## src/rtl/usr_pkg.sv

```systemverilog
// Shared encodings for the universal shift register and its command sequencer.
// Command op values match the USR sel values, so the sequencer can pass an op straight to sel.
package usr_pkg;

    localparam logic [1:0] USR_HOLD = 2'b00;
    localparam logic [1:0] USR_SHR  = 2'b01;
    localparam logic [1:0] USR_SHL  = 2'b10;
    localparam logic [1:0] USR_LOAD = 2'b11;

    localparam logic [1:0] OP_READ  = USR_HOLD;
    localparam logic [1:0] OP_SHR   = USR_SHR;
    localparam logic [1:0] OP_SHL   = USR_SHL;
    localparam logic [1:0] OP_LOAD  = USR_LOAD;

    typedef enum logic [1:0] {
        IDLE    = 2'b00,
        EXEC    = 2'b01,
        CAPTURE = 2'b10
    } state_t;

endpackage

```

## src/rtl/usr_shift_controller.sv

```systemverilog
// Command sequencer for the 4-bit USR: drives sel/parin for exactly the required
// number of cycles, then captures the USR contents into result and pulses done.
module usr_shift_controller
    import usr_pkg::*;
#(
    parameter int WIDTH = 4,
    parameter int CNT_W = 3
) (
    input  logic             clk,
    input  logic             clr,
    input  logic             cmd_valid,
    output logic             cmd_ready,
    input  logic [1:0]       cmd_op,
    input  logic [WIDTH-1:0] cmd_data,
    input  logic [CNT_W-1:0] cmd_count,
    output logic [1:0]       usr_sel,
    output logic [WIDTH-1:0] usr_parin,
    input  logic [WIDTH-1:0] usr_out,
    output logic             busy,
    output logic             done,
    output logic [WIDTH-1:0] result,
    output state_t           state
);

    logic [CNT_W-1:0] remaining;

    // Handshake: a command transfers on a rising edge where cmd_valid && cmd_ready;
    // cmd_op/cmd_data/cmd_count are sampled only on that edge. cmd_ready is high only
    // in IDLE with clr low, so nothing presented while busy has any effect.
    assign cmd_ready = (state == IDLE) && !clr;
    assign busy      = (state != IDLE);

    always_ff @(posedge clk or posedge clr) begin
        if (clr) begin
            state     <= IDLE;
            remaining <= '0;
            usr_sel   <= USR_HOLD;
            usr_parin <= '0;
            result    <= '0;
            done      <= 1'b0;
        end else begin
            done <= 1'b0;
            case (state)
                IDLE: begin
                    if (cmd_valid) begin
                        case (cmd_op)
                            OP_LOAD: begin
                                usr_parin <= cmd_data;
                                usr_sel   <= USR_LOAD;
                                remaining <= CNT_W'(1);
                                state     <= EXEC;
                            end
                            OP_SHR, OP_SHL: begin
                                if (cmd_count != '0) begin
                                    usr_sel   <= cmd_op;
                                    remaining <= cmd_count;
                                    state     <= EXEC;
                                end else begin
                                    state <= CAPTURE;
                                end
                            end
                            default: state <= CAPTURE;
                        endcase
                    end
                end
                EXEC: begin
                    // sel stays fixed until the last step edge; the USR then holds for capture.
                    remaining <= remaining - CNT_W'(1);
                    if (remaining == CNT_W'(1)) begin
                        usr_sel <= USR_HOLD;
                        state   <= CAPTURE;
                    end
                end
                CAPTURE: begin
                    result <= usr_out;
                    done   <= 1'b1;
                    state  <= IDLE;
                end
                default: begin
                    usr_sel <= USR_HOLD;
                    state   <= IDLE;
                end
            endcase
        end
    end

endmodule

```

## config.mk

```make
export PLATFORM = sky130hd
export DESIGN_NAME = usr_shift_controller
export DESIGN_NICKNAME = d
export VERILOG_FILES = /design/src/rtl/usr_pkg.sv /design/src/rtl/usr_shift_controller.sv
export SDC_FILE = /design/constraint.sdc
export NUM_CORES = 1
export LEC_CHECK = 0
export ABC_AREA = 0
export CAP_MARGIN = 25
export CORE_UTILIZATION = 45
export CTS_CLUSTER_DIAMETER = 80
export CTS_CLUSTER_SIZE = 8
export DETAILED_ROUTE_END_ITERATION = 6
export GPL_ROUTABILITY_DRIVEN = 0
export HOLD_SLACK_MARGIN = 0.05
export PLACE_DENSITY = 0.81
export REMOVE_ABC_BUFFERS = 1
export SLEW_MARGIN = 20
export SYNTH_ARGS = -nofsm -noshare
export SYNTH_HDL_FRONTEND = slang
export SYNTH_SLANG_ARGS = --single-unit
```

## constraint.sdc

```tcl
create_clock -name clk -period 3.2 [get_ports clk]
set_input_delay 0.64 -clock clk [delete_from_list [all_inputs] [get_ports clk]]
set_output_delay 0.64 -clock clk [all_outputs]
set_load 0.005 [all_outputs]
```

* After elaboration in Yosys (flattened, before gate mapping)
Cells that the tools add are included.
Cells by class: add/subtract/negate cells 1, eq/ne operators 10, muxes and demuxes 15, bitwise operators 1, reductions and logical operators 11
Operator list (number):
- $mux W2 | 6
- $pmux W2 S2 | 3
- $pmux W3 S2 | 2
- $eq A2 B2 Y1 const B | 3
- $mux W3 | 2
- $pmux W2 S3 | 1
- $reduce_and A5 Y1 | 1
- $eq A2 B1 Y1 const B | 2
- $ne A2 B2 Y1 const B | 2
- $reduce_and A4 Y1 | 1
- $reduce_bool A2 Y1 | 2
- $eq A3 B1 Y1 const B | 1
- $ne A3 B1 Y1 const B | 1
- $ne A3 B3 Y1 const B | 1
- $reduce_and A3 Y1 | 1
- $reduce_bool A3 Y1 | 1
- $sub A3 B1 Y3 const B | 1
- $logic_not A2 Y1 | 1
- $reduce_and A2 Y1 | 1
- $reduce_or A2 Y1 | 1
- $logic_and A1 B1 Y1 | 1
- $logic_not A1 Y1 | 1
- $mux W1 | 1
- $not A1 Y1 | 1
Word-level totals: flip-flop bits (word level) 16, input port bits 16, output and inout port bits 15, word-level logic and storage cells 44

* Depth between registers and ports, before layout
Gate-level depths: netlist of run 1.
word-level depth 5, gate-level depth with buffers 6, gate-level depth less buffers 6

* Least setup slack after synthesis of run 1
OpenSTA, ideal clock, no wires.
path kind in2reg, start point input cmd_op[0], end point register remaining[0], library setup time 0.068 ns, arrival 1.726 ns, required time 3.132 ns, setup slack 1.406 ns, stages on the path 6, buffers on the path 0, cell sequence inv_1 > ha_1 > nor4b_4 > nor3b_2 > or3_1 > nand3_1
Between the ends: cells in the longest elaborated chain, start to end 5, elaborated cells on any way between the ends 10, those cells by class eq/ne: 5; mux: 3; reduce/logical: 2
Ends and longest elaborated chain:
- from (decl) | line usr_shift_controller.sv:13 | input logic [1:0] cmd_op,
- $eq A2 B1 Y1 or $eq A2 B2 Y1 (tied branches) | line usr_shift_controller.sv:46 | case (cmd_op)
- $reduce_or A2 Y1 | line usr_shift_controller.sv:46
- $pmux W3 S2 | line usr_shift_controller.sv:46
- $mux W3 | line usr_shift_controller.sv:45 | if (cmd_valid) begin
- $pmux W3 S2 | line usr_shift_controller.sv:43 | case (state)
- to (signal assigned) | line usr_shift_controller.sv:56 | remaining <= cmd_count;
- to (signal assigned) | line usr_shift_controller.sv:68 | remaining <= remaining - CNT_W'(1);
- to (decl) | line usr_shift_controller.sv:25 | logic [CNT_W-1:0] remaining;
Parallel ways exist; a longest one is shown, timed or not. The select of a mux whose other input is x is not followed. A chain may end at the register's enable or synchronous reset.

* Worst setup path after layout of run 1
start point input clr, end point output cmd_ready
Between the ends: cells in the longest elaborated chain, start to end 2
Ends and longest elaborated chain:
- from (decl) | line usr_shift_controller.sv:10 | input logic clr,
- $logic_not A1 Y1 (no line)
- $logic_and A1 B1 Y1 | line usr_shift_controller.sv:30 | assign cmd_ready = (state == IDLE) && !clr;
- to (decl) | line usr_shift_controller.sv:12 | output logic cmd_ready,
No other way between the ends.

==> impl_metrics.yaml, run 1 <==
die:
  start_util_pct: 49.0
  rows: 15
  die_h_um: 45.6
  die_x_um: 45.6
  ioPinCount: 31
  core_um2: 1750
  die_area_um2: 2080
setup_path:
  cp-start-kind: "primary input"
  cp_cell_sequence: "clkdlybuf4s50_1 -> nor2_1 -> clkdlybuf4s50_1"
  cp_num_cells: 3
  cpMostUsedCell: "clkdlybuf4s50_1"
  path_max_fanout: 2
  cpPeakStageDelay_ps: 500
  crit_start: "clr"
  r2r-start: "remaining[0]"
  cp.arrival_ps: 1660
  slowest_stage: "clkdlybuf4s50_1"
  cp_top_family: "buffers and inverters"
  cp.required_ps: 2560
  cp_num_buf_inv: 2
  cp-end-kind: "output pin"
  r2r.worst_path.cells: 6
  crit_type: "primary input to output pin"
final_layout:
  utilization_pct: 69.8
  layout-drive-gt1-share_pct: 15.5
  area.growth.synth_to_final_pct: 42.4
  n_antenna_cell: 0
  n_fill_cell: 140
  final_nets: 133
  multi_input_area_um2: 417
  regArea_um2: 400
routing:
  wl_um: 1700
  ant_nets: 0
  drcViolationCount: 0
  drtIter0Drc: 10
  dr.pass1.iters: 4
  vias: 679
  wl_per_cell_um: 12.6
  vias_per_cell: 5.03
grt:
  grt_pass1_wl_um: 2780
  grt_max_degree: 17
  grt_usage_pct: 19.6
  grt_pass1_vias: 648
  antenna_found_initial: 0
  grt.overflow.total: 0
flow_run:
  drv_cap: 0
pwr:
  vdd_drop_max_mv: 0.464
  internal_power_w: 0.000669
  pwr-share-comb_pct: 48.5
  leakage_nw: 0.551
  p_sw_share_pct: 31.5
  power_w: 0.000976
  switching_power_w: 0.000308
  seq_power_share_pct: 37.8
  p_clk_share_pct: 13.7
  p_per_area_nw_per_um2: 801
place:
  pre_cts_slack_ps: 703
  io_buffers: 30
  post-dp-hpwl_um: 1330
sta:
  finalMaxSlewViolations: 0
  timing.fmax_ghz: 0.434
  finalHoldViolations: 0
  setup_ws_ps: 898
  grt_setup_unrepaired: "no"
  clock_skew_ps: 6.50
  tns_ps: 0
  period_minus_slack_ps: 2300
  tightest_slew_ps: 599
  finalCritPeriodShare_pct: 71.9
  setup_viol: 0
  max-slew-margin-rel_pct: 60.0
cts:
  cts_tree: "yes"
  cts_buffer_depth: 2
  cts_resized: 0
  cts_root_buf: "clkbuf_4"
  cts-buffers-inserted: 3
  path_clk_slew_ps: 100
  clock_sinks: 16
  clkLatencyLatePin_ps: 290
  cts_setup_buffers: 0
  hold_buffers: 0
  htree_levels: 1
synth:
  ys_ff_latch: 16
  yosys.area.top_type: "dfrtp_1"
  syn-instance-count: 77
  synthesis.area_um2: 856
  synthTopCellsByArea: "dfrtp_1 (47%), mux2_2 (11%), ha_1 (8.8%)"
  synth.top_cell.area_share_pct: 46.8
  ys_seq_area_share_pct: 46.8
  syn_area_per_cell_um2: 11.1
  ys_types: 27
  yosysWarnings: 0
min_path:
  hp-class: "flop to flop"
  hold_start: "usr_parin[2]"
  hold-path-cell-count: 1
status:
  status: "complete, no violations"
worst reg2reg max path, stage by stage (launching register included):
cell	delay, ps
dfrtp_1	430
inv_1	80
ha_1	150
or3b_2	430
o21ai_0	80
a22oi_1	90
o311ai_0	120
layout by cell type (no fill, tap or decap), drive strengths merged, types with 3 or more instances in the layout:
master         count
clkbuf             4
clkdlybuf4s50     30
dfrtp             16
ha                 6
inv                9
mux2               8
mux2i              3
nand2              4
nor2               6
synth_stat cells:
cell type  count
or2b_1         2
nand2b_1       1
nor3_1         1
ha_1           6
a21oi_1        2
a31oi_1        1
nor4b_4        1
a22oi_1        1
o21ai_0        2
o311ai_0       1
and3_2         1
nor3b_2        1
nor2_2         1
nor2b_1        1
or3_1          2
mux2_2         8
nand3_1        2
nand2_1        4
clkbuf_2       1
inv_1          9
dfrtp_1       16
o21bai_1       1
nor2_1         5
o32ai_1        2
and3_1         1
mux2i_1        3
or3b_2         1
worst paths after layout:
check	endpoint	slack (ps)
worst min-delay path	usr_parin[2]	510
worst max-delay path	cmd_ready	900
min in group asynchronous	usr_parin[2]	750
max in group asynchronous	done	2060
worst max register to register	remaining[2]	1710
worst min register to register	usr_parin[2]	510
metal layers:
layer	vias up	global-route usage (%)	wire, um
met5	-	0	0
met4	0	12.7	38
met3	4	3.57	60
met2	20	30.6	789
met1	319	24.6	814
li1	336	-	-
layout make-up:
| cell class | count | area share (%) |
|---|---|---|
| clock buffer | 4 | 2.98 |
| sequential | 16 | 32.9 |
| tap | 25 | 2.57 |
| timing repair buffer | 30 | 24.6 |
| multi-input combinational | 51 | 34.2 |
| inverter | 9 | 2.77 |
kinds of logic after synthesis:
family	count (synthesis)	synth area share (%)
and+or+nand+nor	24	18.0
muxes	11	14.0
AOI/OAI and AO/OA	10	7.90
adders and majority gates	6	8.77
buffers and inverters	10	4.53
DFF	16	46.8
per-stage QoR:
| step | cells | hold WS (ps) | instance area [um2] |
|---|---|---|---|
| CTS | 135 | 518 | 1220 |
| floorplan | 76 | 502 | 851 |
| detailed placement | 131 | 497 | 1180 |
| finish | 135 | 512 | 1220 |
| global route | 135 | 524 | 1220 |
| global placement | 131 | 487 | 1180 |
state kept, by name (all words and copies together), names as in the netlist:
name and count:
state 2, result 4, done 1, usr_sel 2, remaining 3, usr_parin 4
power groups by stage:
stage	Clock, W	Sequential, W	Combinational (W)
2_1_floorplan	0	0.000372	0.000227
5_1_grt	0.000147	0.000381	0.000526
3_5_place_dp	0	0.000373	0.000477
3_3_place_gp	0	0.000369	0.000470
4_1_cts	0.000136	0.000369	0.000480
6_report	0.000133	0.000369	0.000474
Note: power is estimated with default switching activity, not from simulation.
==> inputs of run 2 (changes only) <==
--- a/config.mk
+++ b/config.mk
@@ -7,13 +7,13 @@
 export LEC_CHECK = 0
 export ABC_AREA = 0
 export CAP_MARGIN = 25
-export CORE_UTILIZATION = 45
+export CORE_UTILIZATION = 43
 export CTS_CLUSTER_DIAMETER = 80
 export CTS_CLUSTER_SIZE = 8
 export DETAILED_ROUTE_END_ITERATION = 6
 export GPL_ROUTABILITY_DRIVEN = 0
 export HOLD_SLACK_MARGIN = 0.05
-export PLACE_DENSITY = 0.81
+export PLACE_DENSITY = 0.78
 export REMOVE_ABC_BUFFERS = 1
 export SLEW_MARGIN = 20
 export SYNTH_ARGS = -nofsm -noshare
==> constraint.sdc (replaced) <==
create_clock -name clk -period 2.3 [get_ports clk]
set_input_delay 0.46 -clock clk [delete_from_list [all_inputs] [get_ports clk]]
set_output_delay 0.46 -clock clk [all_outputs]
set_load 0.005 [all_outputs]
==> run 2 against run 1 <==
Combinational power increased by 40%. Design area up 0.62%. Via count is 1.3% lower. Die area grew 4.4%. Clock skew shrank 4.2 ps. Highest routed layer unchanged. Final cell count is 0.74% higher. First-iteration DRC count grew 70%. Register-to-register slack got worse by 890 ps. Critical endpoint unchanged. Clock-buffer cell count is the same. Largest cell class unchanged.
==> impl_metrics.yaml, run 2 (same netlist as run 1, synthesis figures left out) <==
status:
  status: "complete, no violations"
final_layout:
  area.growth.synth_to_final_pct: 43.3
  final_cell_mix: "clkdlybuf4s50_1 (30), dfrtp_1 (16), inv_1 (9)"
  mostFrequentLayoutCell: "clkdlybuf4s50_1"
  multi_input_area_um2: 417
  utilization_pct: 68.1
  regArea_um2: 400
  n_fill_cell: 146
  layout-drive-gt1-share_pct: 16.2
  reg_top3: "result (4), usr_parin (4), remaining (3)"
  final_nets: 134
  n_antenna_cell: 0
die:
  die_x_um: 46.6
  core_um2: 1800
  ioPinCount: 31
  die_h_um: 46.6
  start_util_pct: 47.5
  rows: 15
  die_area_um2: 2170
routing:
  vias: 670
  drtIter0Drc: 17
  dr.pass1.iters: 4
  drcViolationCount: 0
  wl_um: 1550
  vias_per_cell: 4.93
  ant_nets: 0
  wl_per_cell_um: 11.4
setup_path:
  cp.arrival_ps: 1660
  cp.required_ps: 1840
  crit_type: "flop to output pin"
  cp-end-kind: "output pin"
  cp-start-kind: "flop"
  path_max_fanout: 9
pwr:
  vdd_drop_max_mv: 0.578
  seq_power_share_pct: 37.9
  p_sw_share_pct: 31.0
  p_clk_share_pct: 13.3
  internal_power_w: 0.000936
  pwr-share-comb_pct: 48.8
  power_w: 0.00136
  p_per_area_nw_per_um2: 1110
  leakage_nw: 0.556
  switching_power_w: 0.000420
sta:
  holdWs_ps: 510
  finalCritPeriodShare_pct: 92.1
  finalHoldViolations: 0
  setup_viol: 0
  tightest_slew_ps: 583
  finalMaxSlewViolations: 0
  max-slew-margin-rel_pct: 61.1
  grt_setup_unrepaired: "no"
  period_minus_slack_ps: 2120
  clock_skew_ps: 2.28
  tns_ps: 0
  timing.fmax_ghz: 0.472
  setup_ws_ps: 181
place:
  io_buffers: 30
  pre_cts_slack_ps: 24.7
  post-dp-hpwl_um: 1240
flow_run:
  drv_cap: 0
grt:
  grt.overflow.total: 0
  grt_max_degree: 17
  grt_pass1_wl_um: 2400
  grt_usage_pct: 16.3
  grt_pass1_vias: 593
  antenna_found_initial: 0
cts:
  cts_tree: "yes"
  cts_setup_buffers: 0
  htree_levels: 1
  clkLatencyLatePin_ps: 280
  hold_buffers: 0
  cts_root_buf: "clkbuf_4"
  clock_sinks: 16
  path_clk_slew_ps: 90
  cts-buffers-inserted: 3
  cts_buffer_depth: 2
  cts_resized: 0
min_path:
  hp-class: "flop to flop"
-- run 2: cell count changes in the layout (fill, tap and decap cells not counted), sizes merged --
cell	change
buf	+1
-- run 2: critical path: stages (launching register included) --
cell             delay (ps)
dfrtp_1                 480
nor2_2                  230
inv_1                    90
nor2_1                   80
clkdlybuf4s50_1         500
-- run 2: metal layers --
metal  wire [um]  GRT usage (%)  vias up  share of wire, %
met4          23           10.3        0               1.5
met1         674           19.6      311                43
met3          97           3.53        2               6.3
met2         757           26.1       24                49
met5           0              0        -                 0
li1            -              -      333                 -
-- run 2: cell type report --
cell class                 instances  area share (%)
multi-input combinational         51            34.0
sequential                        16            32.7
timing repair buffer              31            25.1
clock buffer                       4            2.96
inverter                           9            2.76
tap                               25            2.55
-- run 2: power by group through the flow --
stage | logic (W) | registers (W) | clock network (W)
2_1_floorplan | 0.000315 | 0.000517 | 0
3_3_place_gp | 0.000658 | 0.000514 | 0
3_5_place_dp | 0.000668 | 0.000521 | 0
4_1_cts | 0.000672 | 0.000514 | 0.000191
5_1_grt | 0.000742 | 0.000533 | 0.000207
6_report | 0.000662 | 0.000514 | 0.000180
-- run 2: final timing paths --
check | start | slack (ps) | endpoint | cells after the start
setup / recovery | state[0] | 180 | cmd_ready | 4
setup reg to reg | state[0] | 820 | usr_parin[0] | 3
max in group asynchronous | clr | 1350 | usr_sel[1] | 2
min in group asynchronous | clr | 570 | result[2] | 2
hold reg to reg | result[2] | 510 | result[2] | 1
hold / removal | result[2] | 510 | result[2] | 1
-- run 2: through the flow --
stage	std cells	instance area, um2
after floorplan	76	851
after global placement	132	1190
after detailed placement	132	1190
after CTS	136	1230
after global routing	136	1230
final	136	1230
